`src/rtl/id_ex_stage.sv`:
```
// ID/EX pipeline register with execute-stage operand select; 1 cycle ID->EX, stall/flush insert bubbles.
// ID_EX_FORWARD_EN: MEM/WB forwarding + load-use stall; undefined: no forwarding, stall on EX/MEM RAW hazards.
// Backpressure: combinational stall tells upstream to hold PC and IF/ID; the ID inputs are re-presented next cycle.
module id_ex_stage #(
    parameter int XLEN  = 32,
    parameter int REGW  = 5,
    parameter int CTRLW = 3
) (
    input  logic             clk,
    input  logic             reset,
    input  logic             id_valid,
    input  logic [REGW-1:0]  id_rs,
    input  logic [REGW-1:0]  id_rt,
    input  logic [REGW-1:0]  id_rd,
    input  logic [XLEN-1:0]  id_rdata1,
    input  logic [XLEN-1:0]  id_rdata2,
    input  logic [XLEN-1:0]  id_imm,
    input  logic             id_alu_src,
    input  logic [CTRLW-1:0] id_alu_ctrl,
    input  logic             id_reg_write,
    input  logic             id_mem_read,
    input  logic             id_mem_write,
    input  logic             flush,
    input  logic [REGW-1:0]  mem_rd,
    input  logic [REGW-1:0]  wb_rd,
    input  logic             mem_reg_write,
    input  logic             wb_reg_write,
    input  logic [XLEN-1:0]  mem_result,
    input  logic [XLEN-1:0]  wb_result,
    output logic             stall,
    output logic             ex_valid,
    output logic [XLEN-1:0]  A,
    output logic [XLEN-1:0]  B,
    output logic [CTRLW-1:0] ALUControl,
    output logic [REGW-1:0]  ex_rd,
    output logic             ex_reg_write,
    output logic             ex_mem_read,
    output logic             ex_mem_write,
    output logic [XLEN-1:0]  ex_store_data
);

    logic [REGW-1:0]  ex_rs;
    logic [REGW-1:0]  ex_rt;
    logic [XLEN-1:0]  ex_rdata1;
    logic [XLEN-1:0]  ex_rdata2;
    logic [XLEN-1:0]  ex_imm;
    logic             ex_alu_src;
    logic             hazard;
    logic [XLEN-1:0]  fwd_rs;
    logic [XLEN-1:0]  fwd_rt;

`ifdef ID_EX_FORWARD_EN
    logic mem_hit_rs, mem_hit_rt, wb_hit_rs, wb_hit_rt;

    assign mem_hit_rs = mem_reg_write && (mem_rd == ex_rs) && (ex_rs != '0);
    assign mem_hit_rt = mem_reg_write && (mem_rd == ex_rt) && (ex_rt != '0);
    assign wb_hit_rs  = wb_reg_write  && (wb_rd  == ex_rs) && (ex_rs != '0);
    assign wb_hit_rt  = wb_reg_write  && (wb_rd  == ex_rt) && (ex_rt != '0);

    // MEM holds the younger result, so it wins over WB.
    assign fwd_rs = mem_hit_rs ? mem_result : (wb_hit_rs ? wb_result : ex_rdata1);
    assign fwd_rt = mem_hit_rt ? mem_result : (wb_hit_rt ? wb_result : ex_rdata2);

    assign hazard = id_valid && ex_valid && ex_mem_read && (ex_rd != '0) &&
                    ((id_rs == ex_rd) || (id_rt == ex_rd));
`else
    logic ex_hit_rs, ex_hit_rt, mem_hit_rs, mem_hit_rt;
    logic unused_nofwd;

    assign fwd_rs = ex_rdata1;
    assign fwd_rt = ex_rdata2;

    assign ex_hit_rs  = ex_valid && ex_reg_write && (id_rs == ex_rd);
    assign ex_hit_rt  = ex_valid && ex_reg_write && (id_rt == ex_rd);
    assign mem_hit_rs = mem_reg_write && (id_rs == mem_rd);
    assign mem_hit_rt = mem_reg_write && (id_rt == mem_rd);

    // WB hazards need no stall: the register file writes before it is read.
    assign hazard = id_valid &&
                    (((id_rs != '0) && (ex_hit_rs || mem_hit_rs)) ||
                     ((id_rt != '0) && (ex_hit_rt || mem_hit_rt)));

    assign unused_nofwd = ^{wb_rd, wb_reg_write, wb_result, mem_result, ex_rs, ex_rt};
`endif

    // Reset empties EX, so a stall must not outlive the reset edge.
    assign stall = hazard && !reset;

    always_ff @(posedge clk) begin
        if (reset || flush || stall) begin
            ex_valid     <= 1'b0;
            ex_rs        <= '0;
            ex_rt        <= '0;
            ex_rd        <= '0;
            ex_rdata1    <= '0;
            ex_rdata2    <= '0;
            ex_imm       <= '0;
            ex_alu_src   <= 1'b0;
            ALUControl   <= '0;
            ex_reg_write <= 1'b0;
            ex_mem_read  <= 1'b0;
            ex_mem_write <= 1'b0;
        end else begin
            ex_valid     <= id_valid;
            ex_rs        <= id_rs;
            ex_rt        <= id_rt;
            ex_rd        <= id_rd;
            ex_rdata1    <= id_rdata1;
            ex_rdata2    <= id_rdata2;
            ex_imm       <= id_imm;
            ex_alu_src   <= id_alu_src;
            ALUControl   <= id_alu_ctrl;
            ex_reg_write <= id_valid && id_reg_write;
            ex_mem_read  <= id_valid && id_mem_read;
            ex_mem_write <= id_valid && id_mem_write;
        end
    end

    assign A             = fwd_rs;
    assign B             = ex_alu_src ? ex_imm : fwd_rt;
    assign ex_store_data = fwd_rt;

endmodule
```
`config.mk`:
```
export PLATFORM = sky130hd
export DESIGN_NAME = id_ex_stage
export DESIGN_NICKNAME = d
export VERILOG_FILES = /design/src/rtl/id_ex_stage.sv
export SDC_FILE = /design/constraint.sdc
export NUM_CORES = 1
export LEC_CHECK = 0
export BUFFER_PORTS_ARGS = -buffer_cell sky130_fd_sc_hd__buf_2
export CAP_MARGIN = 20
export CORE_AREA = 3 3 119 121
export CTS_CLUSTER_SIZE = 8
export DETAILED_ROUTE_END_ITERATION = 8
export DIE_AREA = 0 0 122 124
export SLEW_MARGIN = 20
export SYNTH_ARGS = -nofsm -noshare
export SYNTH_HDL_FRONTEND = slang
export SYNTH_SLANG_ARGS = --single-unit
```
`constraint.sdc`:
```
create_clock -name clk -period 3.5 [get_ports clk]
set_input_delay 0.7 -clock clk [delete_from_list [all_inputs] [get_ports clk]]
set_output_delay 0.7 -clock clk [all_outputs]
set_load 0.1 [all_outputs]
```
# Word-level counts from Yosys, hierarchy flattened
# Index checks and enable logic that the tools add are counted.
[word_totals]
latch_bits = 0
mem_count = 0
wordCells = 35
mem_bits_ro = 0
out_inout_bits = 109
regBits = 109
ramBits = 0
[classes]
order_cmp = 0
n_reduce_logical = 20
bitwise = 0
n_mul = 0
muxes = 1
shift = 0
add_sub_neg = 0
n_eq_ne = 4
n_div = 0
[op_table]
columns = ["cell", "count"]
rows = [
  ["$mux 32", 1],
  ["$eq 5x5->1", 4],
  ["$logic_and 1x1->1", 12],
  ["$reduce_bool 5->1", 2],
  ["$logic_or 1x1->1", 5],
  ["$logic_not 1->1", 1],
]

# Logic depth before layout (Yosys ltp)
[logic_depth]
ltp_word = 8
depth_mapped = 8

# Least setup slack after synthesis
# No wires, ideal clock.
[synth_timing]
kind = "reg-to-output"
from = "reg ex_reg_write"
to = "out stall"
path_stages_with_launch = 7
path_slack_ps = -45
t_arrival_ps = 2845
n_path_buf = 2
path_cell_list = "dfxtp_1 -> and2_0 -> nand4_1 -> nor4_1 -> o31a_1 -> buf_6 -> clkbuf_1"
[synth_via]
elab_chain_cells = 7
word_cells_on_any_way = 10
[synth_rtl]
columns = ["item", "line", "rtl"]
rows = [
  ["from (decl)", "36", "output logic ex_reg_write,"],
  ["from (signal assigned)", "113", "ex_reg_write <= id_valid && id_reg_write;"],
  ["$logic_and 1x1->1 *", "73, 74", ""],
  ["$logic_and 1x1->1 (on tied branches)", "73, 74", ""],
  ["$logic_or 1x1->1 (on tied branches)", "80, 81", ""],
  ["$logic_and 1x1->1 (on tied branches)", "80, 81", ""],
  ["$logic_or 1x1->1 *", "80", "(((id_rs != '0) && (ex_hit_rs || mem_hit_rs)) ||"],
  ["$logic_and 1x1->1 *", "79", "assign hazard = id_valid &&"],
  ["$logic_and 1x1->1 *", "87", "assign stall = hazard && !reset;"],
  ["to (decl)", "30", "output logic stall,"],
]
# Mark *: on every way between the ends. The rest lies on a longest branch, timed or not.

# Worst setup path after layout
[layout_timing]
from = "in id_rt[0]"
to = "out stall"
[layout_via]
elab_chain_cells = 7
word_cells_on_any_way = 10
[layout_rtl]
columns = ["item", "line", "rtl"]
rows = [
  ["from (decl)", "13", "input logic [REGW-1:0] id_rt,"],
  ["$eq 5x5->1 (on tied branches)", "74, 76", ""],
  ["$logic_and 1x1->1 (on tied branches)", "74, 76", ""],
  ["$logic_or 1x1->1", "81", "((id_rt != '0) && (ex_hit_rt || mem_hit_rt)));"],
  ["$logic_and 1x1->1 *", "81", ""],
  ["$logic_or 1x1->1 *", "80", ""],
  ["$logic_and 1x1->1 *", "79", ""],
  ["$logic_and 1x1->1 *", "87", ""],
]
# Marks and branches as above.

==> impl_results.md <==
- Outcome: completed
- Cell taking the most area after synthesis: dfxtp_1
- Die area: 15100 um^2
- First DRT Iteration DRCs: 109
- Post-Route Skew: 0.00761 ns
- Final Hold Viols: 0
- First-pass GRT wire length: 16000 um
- Worst Path Required: 2.80 ns
- Ant. Diodes: 0
- Mapped Area: 4140 um^2
- CTS buffer count: 9
- Ports: 307
- Mean Syn Cell Area: 9.86 um^2
- RSZ-0062 raised after global routing: no
- Slew HR: 48.5%
- Starting density of the core: 31.4%
- F_max: 0.331 GHz
- Min Hold Slack: 0.555 ns
- WL/cell: 12.7 um
- PostCTS Resize Cnt: 0
- P&R area growth vs syn: 39.9%
- Synth cell count leaders: dfxtp_1 (109), nand2_1 (105), nor2_1 (68)
- Clk buf depth: 2
- Vias per inst: 4.22
- Ys flop type: dfxtp_1
- Post-DP HPWL: 7710 um
- Layout cells sized above 1: 51.2%
- Final min period: 3.02 ns
- Setup TNS: 0 ns
- Min-Delay Path Class: in2reg
- Number of remaining DRC errors: 0
- Leakage: 0.00293 uW
- Setup Viol. Count Final: 0
- Post-synth EDFFs: 0
- Die width: 122 um
- Core area: 13200 um^2
- Router iterations before antenna repair: 4
- CTS Hold Bufs: 0
- Port Buffers: 236
- Clock Sink Count: 109
- Initial antenna violation count: 0
- Seq cells post-synth: 109
- CP Data Arrival Time: 2.32 ns
- Largest net degree at the start of global routing: 106
- Overflow after GRT: 0
- Number of global-route vias before repair: 3395
- Max-cap viol count: 0
- Post-route ant nets: 0
- Critical Path End Type: primary output
- FP Rows: 42
- Slew at the pin with the worst max-slew slack: 0.773 ns
- Area share of the largest cell type after synthesis: 52.7%
- Asr flop ratio synth: 0%
- Final Max Slew Viols: 0
- Nets: 841
- RePlAce Congestion: 0.776
- Top area cells in the synthesized netlist: dfxtp_1 (53%), nor2_4 (11%), nand2_1 (9.5%)
- Postcts setup bufs: 0
- Pwr Density: 551 nW/um^2
- CTS H-tree depth: 3
- Clock slew at reported path FFs: 0.07 ns
- Top-count cell post-synth: dfxtp_1
- GRT Total Usage: 13.3%
- Synthesis Warnings: 0
- Final wirelength: 10500 um
- Post-Synthesis Cells: 420
- Syn Nets: 618
- Maximum resistive drop on vdd: 0.275 mV
- Period utilisation layout: 86.4%
- Largest fanout on the critical path: 3
- Die height: 124 um
- Unique masters post-synth: 21
- Critical path startpoint category: input pin
- Sequential share of the synthesized area: 52.7%
- CTS tree: done
- CP Class: in2out
- Vias: 3474
- Clock Tree Root: clkbuf_16
- Clk Latency, worst-skew pair: 0.34 ns
-- cells in the final DEF, fill, tap and decap left out, types with 4 or more instances in the layout --
| cell type | count |
|---|---|
| xnor2_1 | 16 |
| nor2_1 | 67 |
| mux2_2 | 32 |
| clkbuf_16 | 9 |
| nor2_4 | 41 |
| nand2_1 | 105 |
| bufinv_16 | 4 |
| nand4_1 | 4 |
| buf_2 | 236 |
| xor2_1 | 4 |
| dfxtp_1 | 109 |
-- critical path: stages --
cell and delay, ns:
buf_2 0.13, or4_4 0.54, o211ai_2 0.16, o22ai_1 0.13
o31a_2 0.35, buf_2 0.32
-- flip-flops by register name, indices dropped and copies added (netlist names) --
signal and count:
A 32, ex_valid 1, ex_imm 32, ex_reg_write 1, ex_store_data 32, ex_mem_read 1, ex_mem_write 1, ALUControl 3
ex_rd 5, ex_alu_src 1
-- metrics by stage --
step / std cells / worst slack, ns / area [um^2] / total power, uW / utilization, %
6_report: 824 / 0.475 / 5800 / 3190 / 43.9
5_1_grt: 824 / 0.449 / 5800 / 3320 / 43.9
4_1_cts: 824 / 0.477 / 5800 / 3230 / 43.9
3_5_place_dp: 808 / 0.479 / 5430 / 2010 / 41.2
3_3_place_gp: 808 / 0.495 / 5430 / 2000 / 41.2
2_1_floorplan: 420 / 0.457 / 4140 / 1850 / -
-- where the power goes --
part	total [uW]	internal, uW	leakage, uW	switching (uW)
Sequential	1310	1290	0.000895	19.3
Clock	1220	772	0.000169	447
Combinational	663	147	0.00186	517
-- metal layers --
metal	part of all wire, %	GRT usage (%)	wire (um)	vias to the layer above
met2	49	22.6	5180	137
met4	2.1	5.88	217	0
met3	9.1	5.18	957	16
met5	0	0	0	-
met1	39	14.9	4110	1566
li1	-	-	-	1755
-- worst paths after layout --
kind         cells after the start                 endpoint  slack (ns)                     from
max                              6                    stall        0.48                 id_rt[0]
min                              2  ex_reg_write$_SDFF_PP0_        0.56             id_reg_write
max reg2reg                      6    ex_imm[15]$_SDFF_PP0_        1.29  ex_reg_write$_SDFF_PP0_
min reg2reg                      4      ex_valid$_SDFF_PP0_        0.95      ex_rd[1]$_SDFF_PP0_
-- logic make-up (layout without fill, tap and decap cells) --
family	after synthesis	after routing	share of synthesized area (%)
XOR/XNOR	20	20	4.23
buffers and inverters	27	255	4.38
AO/OA/AOI/OAI	4	4	0.967
flip-flops	109	109	52.7
AND/OR/NAND/NOR	228	228	29.1
multiplexers	32	32	8.70
-- cell type report --
type | count | area [um^2]
fill | 1284 | 7390
sequential | 109 | 2180
multi-input combinational | 284 | 1790
timing repair buffer | 239 | 1240
clock buffer | 10 | 229
tap | 176 | 220
clock inverter | 6 | 135
Power figures use the tool's default switching activity.
